==> src/rtl/uart_tx_arbiter.sv <==
// Two-requester UART transmitter: round-robin arbitration with a message lock, 8N1 framing.
// Define UART_TX_ARBITER_PARITY_EN to insert an even-parity bit (8E1 framing).
module uart_tx_arbiter #(
  parameter int unsigned CLK_HZ = 27000000,
  parameter int unsigned BAUD   = 115200
) (
  input  logic       clk,
  input  logic       reset_n,
  input  logic       req0_valid,
  input  logic [7:0] req0_data,
  input  logic       req0_last,
  output logic       req0_ready,
  input  logic       req1_valid,
  input  logic [7:0] req1_data,
  input  logic       req1_last,
  output logic       req1_ready,
  output logic [1:0] grant,
  output logic       busy,
  output logic       uart_tx
);

  localparam int unsigned CLKS_PER_BIT = CLK_HZ / BAUD;
  localparam int unsigned CNT_W        = (CLKS_PER_BIT > 1) ? $clog2(CLKS_PER_BIT) : 1;
  localparam logic [CNT_W-1:0] CNT_MAX = CNT_W'(CLKS_PER_BIT - 1);

  typedef enum logic [2:0] {
    IDLE   = 3'd0,
    LOAD   = 3'd1,
    START  = 3'd2,
    DATA   = 3'd3,
`ifdef UART_TX_ARBITER_PARITY_EN
    PARITY = 3'd4,
`endif
    STOP   = 3'd5
  } state_t;

  state_t           state;
  logic [CNT_W-1:0] cnt;
  logic [2:0]       bit_idx;
  logic [7:0]       data_q;
  logic             last_q;
  logic             ptr;       // 0: req0 wins a tie, 1: req1 wins a tie
  logic             bit_end;

  assign bit_end = (cnt == CNT_MAX);

  // Single-process FSM; every output is a register updated alongside the state.
  always_ff @(posedge clk or negedge reset_n) begin
    if (!reset_n) begin
      state      <= IDLE;
      uart_tx    <= 1'b1;
      req0_ready <= 1'b0;
      req1_ready <= 1'b0;
      grant      <= 2'b00;
      busy       <= 1'b0;
      ptr        <= 1'b0;
      cnt        <= '0;
      bit_idx    <= 3'd0;
      data_q     <= 8'h00;
      last_q     <= 1'b0;
    end else begin
      case (state)
        IDLE: begin
          if (req0_valid || req1_valid) begin
            if (req1_valid && (!req0_valid || ptr)) begin
              grant      <= 2'b10;
              req1_ready <= 1'b1;
            end else begin
              grant      <= 2'b01;
              req0_ready <= 1'b1;
            end
            busy  <= 1'b1;
            state <= LOAD;
          end
        end

        // Owner keeps the line until its last byte; a stalled owner just holds here.
        LOAD: begin
          if ((req0_valid && req0_ready) || (req1_valid && req1_ready)) begin
            data_q     <= grant[0] ? req0_data : req1_data;
            last_q     <= grant[0] ? req0_last : req1_last;
            req0_ready <= 1'b0;
            req1_ready <= 1'b0;
            uart_tx    <= 1'b0;
            cnt        <= '0;
            state      <= START;
          end
        end

        START: begin
          if (bit_end) begin
            cnt     <= '0;
            bit_idx <= 3'd0;
            uart_tx <= data_q[0];
            state   <= DATA;
          end else begin
            cnt <= cnt + CNT_W'(1);
          end
        end

        DATA: begin
          if (bit_end) begin
            cnt <= '0;
            if (bit_idx == 3'd7) begin
`ifdef UART_TX_ARBITER_PARITY_EN
              uart_tx <= ^data_q;
              state   <= PARITY;
`else
              uart_tx <= 1'b1;
              state   <= STOP;
`endif
            end else begin
              bit_idx <= bit_idx + 3'd1;
              uart_tx <= data_q[bit_idx + 3'd1];
            end
          end else begin
            cnt <= cnt + CNT_W'(1);
          end
        end

`ifdef UART_TX_ARBITER_PARITY_EN
        PARITY: begin
          if (bit_end) begin
            cnt     <= '0;
            uart_tx <= 1'b1;
            state   <= STOP;
          end else begin
            cnt <= cnt + CNT_W'(1);
          end
        end
`endif

        STOP: begin
          if (bit_end) begin
            cnt <= '0;
            if (last_q) begin
              grant <= 2'b00;
              busy  <= 1'b0;
              ptr   <= grant[0];
              state <= IDLE;
            end else begin
              req0_ready <= grant[0];
              req1_ready <= grant[1];
              state      <= LOAD;
            end
          end else begin
            cnt <= cnt + CNT_W'(1);
          end
        end

        default: begin
          state      <= IDLE;
          uart_tx    <= 1'b1;
          req0_ready <= 1'b0;
          req1_ready <= 1'b0;
          grant      <= 2'b00;
          busy       <= 1'b0;
          cnt        <= '0;
        end
      endcase
    end
  end

endmodule

==> config.mk <==
export PLATFORM = sky130hd
export DESIGN_NAME = uart_tx_arbiter
export DESIGN_NICKNAME = d
export VERILOG_FILES = /design/src/rtl/uart_tx_arbiter.sv
export SDC_FILE = /design/constraint.sdc
export NUM_CORES = 1
export LEC_CHECK = 0
export BUFFER_PORTS_ARGS = -buffer_cell sky130_fd_sc_hd__buf_2
export CAP_MARGIN = 0
export CORE_MARGIN = 5
export CORE_UTILIZATION = 40
export DETAILED_ROUTE_END_ITERATION = 12
export GPL_ROUTABILITY_DRIVEN = 0
export PLACE_DENSITY = 0.71
export SYNTH_ARGS = -nofsm -noshare
export SYNTH_HDL_FRONTEND = slang
export SYNTH_SLANG_ARGS = --single-unit
==> constraint.sdc <==
create_clock -name clk -period 2.1 [get_ports clk]
set_clock_uncertainty 0.2 [all_clocks]
set_input_delay 0.21 -clock clk [delete_from_list [all_inputs] [get_ports clk]]
set_output_delay 0.21 -clock clk [all_outputs]
set_load 0.1 [all_outputs]
Word level (Yosys, flattened, before mapping) --
Index checks and enable logic that the tools add are counted.
Storage, ports and cells: bits in registers 30, output and inout bits 6, logic and storage cells 100, input port bits 22
Operators by class: equality and inequality tests 17, magnitude comparators 1, muxes and demuxes 43, $add $sub $neg 2, reductions and logical operators 22, bitwise gates (word level) 4
Operators by type and width (count):
- 3-bit two-way mux | 9
- 8-bit two-way mux | 3
- 8-bit one-hot mux with 3 select lines | 1
- 2-bit inequality test, second input constant | 11
- 1-bit two-way mux | 18
- 6-bit AND reduction | 3
- 3-bit one-hot mux with 5 select lines | 1
- 1-bit one-hot mux with 4 select lines | 3
- 4-bit AND reduction | 3
- 8-bit by 1-bit adder with 8-bit output, second input constant | 1
- 8-bit == test, second input constant | 1
- 2-bit two-way mux | 4
- 3-bit by 2-bit == test with 1-bit output, second input constant | 2
- 3-bit == test, second input constant | 2
- 2-bit one-hot mux with 3 select lines | 1
- 3-bit one-hot mux with 2 select lines | 1
- 3-bit OR reduction | 2
- 3-bit by 4-bit less-than comparator with 1-bit output, second input constant | 1
- 1-bit inverter | 4
- 2-bit AND reduction | 2
- 2-bit OR reduction | 2
- 3-bit by 1-bit adder with 3-bit output, second input constant | 1
- 1-bit binary-select mux with 3-bit select | 1
- 3-bit by 1-bit == test with 1-bit output, second input constant | 1
- other kinds (7) | 11

Longest topological paths before layout --
word-level depth 6, gate-level depth with buffers 8, depth with buffers taken out 6

Least setup slack after synthesis --
No wires, ideal clock.
kind reg-to-reg, start point reg req0_ready, end point reg data_q[0], setup slack -54 ps, buffers on the path 1, arrival time 1821 ps, data required time 1767 ps, library setup time 133 ps, period minus slack after synthesis 2154 ps, stages on the path, launching flop included 6, cell sequence dfrtp_1 a22o_1 nand3_1 buf_2 nand2_1 o21ai_0
Between the ends: word-level cells in the longest chain between the ends 3
Ends and longest elaborated chain:
- start: declaration | line 12 | output logic req0_ready,
- start signal: assignment | line 142 | req0_ready <= grant[0];
- 1-bit logical AND | line 79 | if ((req0_valid && req0_ready) || (req1_valid && req1_ready)) begin
- 1-bit logical OR | line 79
- 2-bit AND reduction (no source line)
- end signal: assignment | line 80 | data_q <= grant[0] ? req0_data : req1_data;
- end: declaration | line 40 | logic [7:0] data_q;
No other way between the ends. A chain may end at the register's enable or synchronous reset.

Worst setup path after layout --
start point reg cnt[0], end point reg cnt[5]
Between the ends: word-level cells in the longest chain between the ends 3, elaborated cells on any way between the ends 4, classes of those cells add/sub (1); eq/ne (1); mux (2)
Ends and longest elaborated chain:
- start: declaration | line 38 | logic [CNT_W-1:0] cnt;
- start signal: assignment | line 97 | cnt <= cnt + CNT_W'(1);
- start signal: assignment | line 117 | cnt <= cnt + CNT_W'(1);
- start signal: assignment | line 147 | cnt <= cnt + CNT_W'(1);
- 8-bit by 1-bit adder with 8-bit output / 8-bit == test (equally long branches)
- 8-bit two-way mux * | line 91, 102, 134
- 8-bit one-hot mux with 3 select lines * | line 62 | case (state)
Every way passes the cells marked *; elsewhere a longest branch is shown, timed or not.

==> flow_metrics.tcl <==
set metrics [dict create \
    outcome "finished clean" \
    synth.area.mux_share 0.106 \
    drive_gt1_frac 0.255 \
    hp-class "in -> reg" \
    async_flop_share 1.00 \
    crit_slowest_cell "a22oi_2" \
    synth_edf_count 0 \
    die_area_mm2 0.00589 \
    post_cts_buffers 0 \
    dr.pass1.iters 4 \
    syn_nets 206 \
    cp_max_fo 11 \
    synth_top_family_by_area "compound AO/OA/AOI/OAI gates" \
    synth_simple_gate_area_frac 0.163 \
    yosysMostFrequentCell "dfrtp_1" \
    die_h_um 76.7 \
    hold_violations 0 \
    clockRootBuffer "clkbuf_8" \
    cts_tree "built" \
    worstMarginPinSlew_ns 0.671 \
    vias 1466 \
    area_delta_synth_final_pct 15.7 \
    crit_required_ns 2.12 \
    grt.overflow.total 0 \
    drt_iter0_markers 104 \
    nets 237 \
    grt_pass1_wl_mm 6.56 \
    criticalPathCategory "reg -> reg" \
    synth.top_cells.by_area "dfrtp_1 41%, mux2i_1 6.2%, a22o_1 5.4%" \
    ios 28 \
    yosysTopAreaCell "dfrtp_1" \
    final_antenna_net_count 0 \
    cts_buffers 5 \
    ys.flop_type "dfrtp_1" \
    dp_hpwl_mm 2.66 \
    path_clk_slew_ns 0.07 \
    grt_pass1_vias 1424 \
    grt.total_usage 0.136 \
    finalCritPeriodShare 0.915 \
    cap_violations 0 \
    rsz0062_at_grt "no" \
    synth_common_cells "29 x dfrtp_1, 20 x nand2_1, 14 x o21ai_0" \
    synth.avg_cell_area_um2 9.90 \
    p_leak_nw 0.904 \
    yosys.area.top_type_share 0.407 \
    final-setup-viol-count 0 \
    post-place-cells 255 \
    synth_cells 180 \
    synth-seq-cells 30 \
    vias_per_cell 5.55 \
    powerDensity_mw_per_mm2 530 \
    wl_per_cell_um 13.8 \
    syn-cell-area_mm2 0.00178 \
    synth_fa_ha_area_frac 0.0281 \
    diodes 0 \
    grt_max_degree 31 \
    yosys_warnings 0 \
    crit_path_end_kind "register" \
    synth_compound_area_frac 0.223 \
    num_rows 24 \
    drc 0 \
    start_util 0.412 \
    tns_ns 0 \
    synth-seq-area-share 0.422 \
    max_slew_margin 0.552 \
    cts.sinks 30 \
    path_cells "ha_1, and3b_1, a22oi_2, a21o_1, a22o_1" \
    ir_worst_vdd_uv 377 \
    final_cells 264 \
    synth_xor_xnor_area_share 0.00492 \
    routed_wl_mm 3.64 \
    slew_violations 0 \
    die_w_um 76.7 \
    clock.fmax_mhz 520 \
    worstSetupStartpointType "register" \
    antenna_found_initial 0 \
    worstPathArrival_ns 1.95 \
    core-area_mm2 0.00432 \
    htree_levels 2 \
    clockBufferDepth 2 \
    max_stage_delay_ns 0.50 \
    final.min_clock_period_ns 1.92 \
    port_buffers 27 \
    ys_types 50 \
    clkLatencyLatePin_ns 0.28 \
]
## routing by layer
layer | GRT usage | wire (µm)
met1 | 0.173 | 1670
met2 | 0.216 | 1720
met3 | 0.0433 | 195
met4 | 0.0472 | 61
met5 | 0 | 0
## cells in the final DEF (no fill, tap or decap), types with 7 or more instances in the layout
cell type / Yosys / routed
a21oi_1: 7 / 7
buf_2: 4 / 27
dfrtp_1: 29 / 27
mux2i_1: 11 / 11
o21ai_0: 14 / 14
nor2_1: 8 / 8
nand2_1: 20 / 20
a22o_1: 11 / 11
inv_1: 7 / 7
## stage by stage
step	instance area [µm²]	worst slack (ns)	power (mW)	utilization	hold WS (ns)
final	2060	0.178	1.09	0.477	0.0189
after global routing	2060	0.0682	1.14	0.477	0.0306
after CTS	2060	0.196	1.11	0.477	0.0142
after detailed placement	1960	0.193	0.628	0.453	0.0924
after global placement	1960	0.258	0.627	0.453	0.0847
after floorplan	1780	0.0666	0.595	-	-0.286
## path summary, 6_finish.rpt
| kind | depth (start not counted) | to | slack, ns | from |
|---|---|---|---|---|
| worst max register to register | 5 | cnt[5]$_DFFE_PN0P_ | 0.18 | cnt[0]$_DFFE_PN0P_ |
| min in group asynchronous | 2 | cnt[6]$_DFFE_PN0P_ | 0.30 | reset_n |
| worst max-delay path | 5 | cnt[5]$_DFFE_PN0P_ | 0.18 | cnt[0]$_DFFE_PN0P_ |
| max in group asynchronous | 2 | req1_ready$_DFFE_PN0P_ | 0.93 | reset_n |
| worst min register to register | 2 | data_q[2]$_DFFE_PN0P_ | 0.28 | data_q[2]$_DFFE_PN0P_ |
| worst min-delay path | 3 | last_q$_DFFE_PN0P_ | 0.02 | req1_last |
## layout make-up
class / count / area (µm²)
clock buffer: 8 / 90.1
tap: 52 / 65.1
timing repair buffer: 34 / 190
sequential: 30 / 754
multi-input combinational: 133 / 935
inverter: 7 / 26.3
fill: 432 / 2260
## registers in the layout (all words and copies together), names as in the netlist
register,cells
cnt,8
data_q,8
bit_idx,3
state,3
grant,2
busy,1
last_q,1
ptr,1
req0_ready,1
req1_ready,1
uart_tx,1
## report_power, final
| group | internal, mW | leakage [nW] | switching, mW |
|---|---|---|---|
| Combinational | 0.0188 | 0.481 | 0.0201 |
| Sequential | 0.578 | 0.377 | 0 |
| Clock | 0.267 | 0.0455 | 0.207 |
## cells by family (layout without fill, tap and decap cells)
| kind of cell | count (synthesis) | in the layout |
|---|---|---|
| AOI/OAI and AO/OA | 56 | 56 |
| xor gates and xnor gates | 1 | 1 |
| adders and majority gates | 4 | 4 |
| buffers and inverters | 17 | 49 |
| DFF | 30 | 30 |
| muxes | 17 | 17 |
| and+or+nand+nor | 55 | 55 |
## timing repair
action                                  CTS  global route
hold buffers                              1             0
resized for setup                         0             0
endpoints found under the hold margin    29             0
endpoints found under the setup margin    0             0
## worst max-delay path: cells and delay by family (launching register included)
| kind | cells | cell delay [ns] |
|---|---|---|
| DFF | 1 | 0.41 |
| adders and majority gates | 1 | 0.22 |
| AOI/OAI and AO/OA | 3 | 0.82 |
| and+or+nand+nor | 1 | 0.23 |
No activity file was read; power rests on OpenSTA's default activity.
